==> src/rtl/fifo_tx_bridge_pkg.sv <==
// Shared constants for the FIFO-to-serializer bridge.
//   DEFAULT_DATA_WIDTH : default byte width of FIFO read data / TX parallel data
//   ST_*               : FSM state encodings used by fifo_tx_bridge
package fifo_tx_bridge_pkg;

   localparam int DEFAULT_DATA_WIDTH = 8;

   localparam logic [1:0] ST_IDLE      = 2'b00;
   localparam logic [1:0] ST_SEND      = 2'b01;
   localparam logic [1:0] ST_WAIT_DONE = 2'b10;

endpackage

==> src/rtl/fifo_tx_bridge_sat_counter.sv <==
// Saturating up-counter used as the offer timeout timer.
// Ports:
//   clk, rst : clock, asynchronous active-high reset
//   clr      : synchronous clear (wins over en)
//   en       : count one step this cycle
//   tc       : terminal count -- high when the count already sits at LIMIT,
//              or when this cycle's enabled step lands on LIMIT
// LIMIT must be at least 1.
module sat_counter #(
   parameter int LIMIT = 255,
   parameter int WIDTH = $clog2(LIMIT + 1)
) (
   input  logic clk,
   input  logic rst,
   input  logic clr,
   input  logic en,
   output logic tc
);

   localparam logic [WIDTH-1:0] LIM    = WIDTH'(LIMIT);
   localparam logic [WIDTH-1:0] LIM_M1 = WIDTH'(LIMIT - 1);

   logic [WIDTH-1:0] count;

   always_ff @(posedge clk or posedge rst) begin
      if (rst)
         count <= '0;
      else if (clr)
         count <= '0;
      else if (en && count != LIM)
         count <= count + 1'b1;
   end

   // Look-ahead form so the caller can act in the same cycle the limit is hit.
   assign tc = (count == LIM) || (en && count == LIM_M1);

endmodule

==> src/rtl/fifo_tx_bridge.sv <==
// Pops bytes from a first-word-fall-through FIFO and offers them to a serializer.
// Ports:
//   CLK, RST      : clock, asynchronous active-high reset
//   EN            : allows new pops; an in-flight byte always completes
//   FIFO_EMPTY    : FIFO empty flag
//   FIFO_RD_DATA  : FIFO head data, valid while FIFO_EMPTY=0
//   FIFO_R_INC    : one-cycle pop strobe (the head is captured on the same edge)
//   TX_BUSY       : serializer busy; its rise means the offered byte was taken
//   TX_P_DATA     : registered byte offered to the serializer
//   TX_DATA_VALID : byte-offered flag
//   FRAME_CNT     : bytes accepted by the serializer, wraps
//   TIMEOUT_ERR   : sticky, set when an offer goes unanswered TIMEOUT_CYCLES cycles
module fifo_tx_bridge
   import fifo_tx_bridge_pkg::*;
#(
   parameter int DATA_WIDTH     = DEFAULT_DATA_WIDTH,
   parameter int TIMEOUT_CYCLES = 255,
   parameter int CNT_WIDTH      = 16
) (
   input  logic                  CLK,
   input  logic                  RST,
   input  logic                  EN,
   input  logic                  FIFO_EMPTY,
   input  logic [DATA_WIDTH-1:0] FIFO_RD_DATA,
   output logic                  FIFO_R_INC,
   input  logic                  TX_BUSY,
   output logic [DATA_WIDTH-1:0] TX_P_DATA,
   output logic                  TX_DATA_VALID,
   output logic [CNT_WIDTH-1:0]  FRAME_CNT,
   output logic                  TIMEOUT_ERR
);

   logic [1:0] state;
   logic       pop;
   logic       to_en;
   logic       to_tc;

   // Pop is decided combinationally so the FIFO advances on the same edge
   // that captures its head into TX_P_DATA.
   assign pop   = (state == ST_IDLE) && EN && !FIFO_EMPTY && !TX_BUSY;
   // State already reads IDLE during reset; gate so the strobe is quiet then.
   assign FIFO_R_INC = pop && !RST;

   assign to_en = (state == ST_SEND) && !TX_BUSY;

   sat_counter #(
      .LIMIT (TIMEOUT_CYCLES)
   ) u_timeout (
      .clk (CLK),
      .rst (RST),
      .clr (pop),
      .en  (to_en),
      .tc  (to_tc)
   );

   always_ff @(posedge CLK or posedge RST) begin
      if (RST) begin
         state         <= ST_IDLE;
         TX_P_DATA     <= '0;
         TX_DATA_VALID <= 1'b0;
         FRAME_CNT     <= '0;
         TIMEOUT_ERR   <= 1'b0;
      end else begin
         case (state)
            ST_IDLE: begin
               if (pop) begin
                  TX_P_DATA     <= FIFO_RD_DATA;
                  TX_DATA_VALID <= 1'b1;
                  state         <= ST_SEND;
               end
            end
            ST_SEND: begin
               if (TX_BUSY) begin
                  TX_DATA_VALID <= 1'b0;
                  FRAME_CNT     <= FRAME_CNT + 1'b1;
                  state         <= ST_WAIT_DONE;
               end else if (to_tc) begin
                  // Offer unanswered: drop the byte and flag it.
                  TX_DATA_VALID <= 1'b0;
                  TIMEOUT_ERR   <= 1'b1;
                  state         <= ST_IDLE;
               end
            end
            ST_WAIT_DONE: begin
               if (!TX_BUSY)
                  state <= ST_IDLE;
            end
            default: begin
               TX_DATA_VALID <= 1'b0;
               state         <= ST_IDLE;
            end
         endcase
      end
   end

endmodule

==> config.mk <==
export PLATFORM = sky130hd
export DESIGN_NAME = fifo_tx_bridge
export DESIGN_NICKNAME = d
export VERILOG_FILES = /design/src/rtl/fifo_tx_bridge_pkg.sv /design/src/rtl/fifo_tx_bridge_sat_counter.sv /design/src/rtl/fifo_tx_bridge.sv
export SDC_FILE = /design/constraint.sdc
export NUM_CORES = 1
export LEC_CHECK = 0
export CAP_MARGIN = 10
export CORE_AREA = 4 4 61 63
export CTS_CLUSTER_DIAMETER = 120
export DETAILED_ROUTE_END_ITERATION = 12
export DIE_AREA = 0 0 65 67
export GPL_TIMING_DRIVEN = 0
export HOLD_SLACK_MARGIN = 0.03
export PLACE_DENSITY = 0.86
export SYNTH_ARGS = -nofsm -noshare
export SYNTH_HDL_FRONTEND = slang
export SYNTH_SLANG_ARGS = --single-unit
==> constraint.sdc <==
create_clock -name CLK -period 4.3 [get_ports CLK]
set_clock_uncertainty 0.15 [all_clocks]
set_input_delay 0.86 -clock CLK [delete_from_list [all_inputs] [get_ports CLK]]
set_output_delay 0.86 -clock CLK [all_outputs]
set_load 0.01 [all_outputs]
==> metrics.md <==
| Metric | Value |
|---|---|
| Outcome | finished, final reports clean |
| Vias in the first global route | 1127 |
| Synthesis Warnings | 0 |
| CTS Sinks | 36 |
| Final Setup Violations | 0 |
| # H-tree levels | 2 |
| Pin count of the biggest net entering global routing | 22 |
| Kind of critical path | input port to output port |
| Worst slew margin | 54.9% |
| Core footprint | 3230 µm² |
| Clock root cell | clkbuf_4 |
| Final hold vios | 0 |
| Final RePlAce weighted congestion | 0.777 |
| Flop-to-flop setup slack | 2.55 ns |
| Antenna violations before repair | 0 |
| Setup WS pre-CTS | 0.566 ns |
| Syn Area/Cell | 10.2 µm² |
| CP required | 3.29 ns |
| Die ar. | 4360 µm² |
| Final worst path period share | 86.9% |
| Setup_tns | 0 ns |
| Grt ovf | 0 |
| Hold-fix buffers, CTS | 0 |
| IO Count | 40 |
| Hold_ws | 0.334 ns |
| Via density | 5.13 |
| Final net count | 221 |
| Post-route ant nets | 0 |
| Power Density | 408 nW/µm² |
| First-pass GRT wire length | 5130 µm |
| Crit path max fanout | 10 |
| Antenna diodes | 0 |
| Final WS setup | 0.563 ns |
| Total of max-cap violations | 0 |
| Final min period | 3.74 ns |
| Drt pass-1 iters | 4 |
| RSZ-0062 raised after global routing | no |
| HP Class | register to register |
| Worst IR Drop VDD | 0.000220 V |
| Final Core Density | 67.0% |
| Post-synthesis cell type count | 34 |
| Hpwl dp | 2440 µm |
| Area Overhead vs Synth | 34.2% |
| Mapped cell area | 1610 µm² |
| Clk buf depth | 2 |
| Cts bufs inserted | 5 |
| Post-synthesis sequential area ratio | 55.9% |
| Die Ht | 67 µm |
| Initial Utilization | 49.9% |
| Post-Syn Nets | 174 |
| Commonest non-fill, non-tap cell in the layout | clkdlybuf4s50_1 |
| Final wirelength | 3150 µm |
| Setup bufs post-CTS | 0 |
| Number of port buffers | 39 |
| Fmax | 0.268 GHz |
| Row cnt | 21 |
| Gr usage total | 15.7% |
| Post-CTS sizing | 0 |
| Fraction of layout cells with a size suffix above 1 | 5.34% |
| CTS tree | done |
| Type of origin of the critical path | input port |
| 1st-iter DRT viols | 73 |
| CTS clk-pin slew, worst paths | 0.10 ns |
| CP endpoint kind | output port |
| DRC viols | 0 |
| P_leak | 0.980 nW |
| Worst-Skew Late Latency | 0.34 ns |
| #FFs+latches synth | 36 |
| Most frequent cells in the layout | 39 x clkdlybuf4s50_1, 36 x dfrtp_1, 33 x nand2_1 |
| Crit path DAT | 2.73 ns |
| Die width | 65 µm |
| Worst-Margin Slew | 0.676 ns |
| DR WL/cell | 12.5 µm |
| Vias after detailed routing | 1292 |
| Cell count after synthesis | 158 |
| Filler Cell Count | 264 |
| Final slew viol count | 0 |
-- final timing paths --
path	from	end	cells past startpoint
max in group asynchronous	RST	u_timeout.count[4]	3
hold / removal	TX_P_DATA[5]	TX_P_DATA[5]	2
min in group asynchronous	RST	FRAME_CNT[2]	2
setup / recovery	TX_BUSY	FIFO_R_INC	6
setup reg to reg	state[1]	u_timeout.count[4]	4
hold reg to reg	TX_P_DATA[5]	TX_P_DATA[5]	2
-- stage by stage --
stage	std cells	instance area, µm²	total power [mW]
global route	252	2160	0.933
finish	252	2160	0.882
floorplan	158	1610	0.540
global placement	243	2060	0.649
detailed placement	244	2090	0.659
CTS	252	2160	0.887
-- cells in the mapped netlist --
master	count	area [µm²]
a211oi_1	2	15.0
o21a_1	2	15.0
mux2_2	1	11.3
and2b_1	2	15.0
dfrtp_1	36	901
nor2_1	12	45.0
ha_1	3	37.5
buf_2	1	5.00
a21o_1	1	7.51
a311o_1	1	10.0
o31ai_1	1	7.51
o211a_1	1	10.0
o21ai_0	3	15.0
o211ai_1	3	22.5
nand2_1	33	124
nor3_1	4	20.0
and4_1	1	8.76
clkbuf_1	2	7.51
or3_1	1	6.26
o21bai_1	1	7.51
mux2i_1	1	10.0
nand4b_1	1	8.76
nand4_1	5	31.3
xnor2_1	12	105
a21oi_1	1	5.00
nand2b_1	1	6.26
nand3_1	11	55.1
nor3b_1	1	7.51
nor2b_1	1	6.26
and3_1	3	18.8
and2_1	1	6.26
or3b_4	1	11.3
xor2_1	4	35.0
inv_1	4	15.0
-- registers in the layout, indices dropped and copies added (netlist names) --
| name | count |
|---|---|
| FRAME_CNT | 16 |
| TIMEOUT_ERR | 1 |
| TX_DATA_VALID | 1 |
| TX_P_DATA | 8 |
| state | 2 |
| u_timeout.count | 8 |
-- metal layers --
| layer | routed length, µm | vias to the layer above | track usage [%] |
|---|---|---|---|
| li1 | - | 631 | - |
| met1 | 1390 | 626 | 19.2 |
| met2 | 1580 | 26 | 25.7 |
| met3 | 118 | 9 | 4.05 |
| met4 | 63 | 0 | 7.92 |
| met5 | 0 | - | 0 |
-- worst max-delay path, stage by stage --
cell and delay [ns]:
clkdlybuf4s50_1 0.51, nor2_1 0.21, nand3_1 0.18, clkbuf_1 0.27, nor2_1 0.15, clkdlybuf4s50_1 0.54
-- cell type report --
| class | instances | area (µm²) | share of cell area, % |
|---|---|---|---|
| inverters | 4 | 15.0 | 0.694 |
| repair buffers | 40 | 418 | 19.3 |
| clock buffers | 6 | 41.3 | 1.91 |
| plain buffers | 3 | 12.5 | 0.578 |
| multi-input cells | 115 | 684 | 31.6 |
| flip-flops and latches | 36 | 901 | 41.6 |
| clock inverters | 2 | 35.0 | 1.62 |
| well taps | 46 | 57.6 | 2.66 |
-- where the power goes --
group	total [mW]	leakage, nW	internal [mW]	switching, mW
Clock	0.234	0.0422	0.122	0.112
Sequential	0.440	0.472	0.389	0.0508
Combinational	0.209	0.466	0.122	0.0875
Total	0.882	0.980	0.632	0.250
-- kinds of logic after synthesis --
group,synth area share (%)
AOI/OAI and AO/OA,7.14
xor gates and xnor gates,8.69
adders and majority gates,2.33
buffers and inverters,1.71
DFF,55.9
muxes,1.32
and+or+nand+nor,23.0
Power figures use the tool's default switching activity.
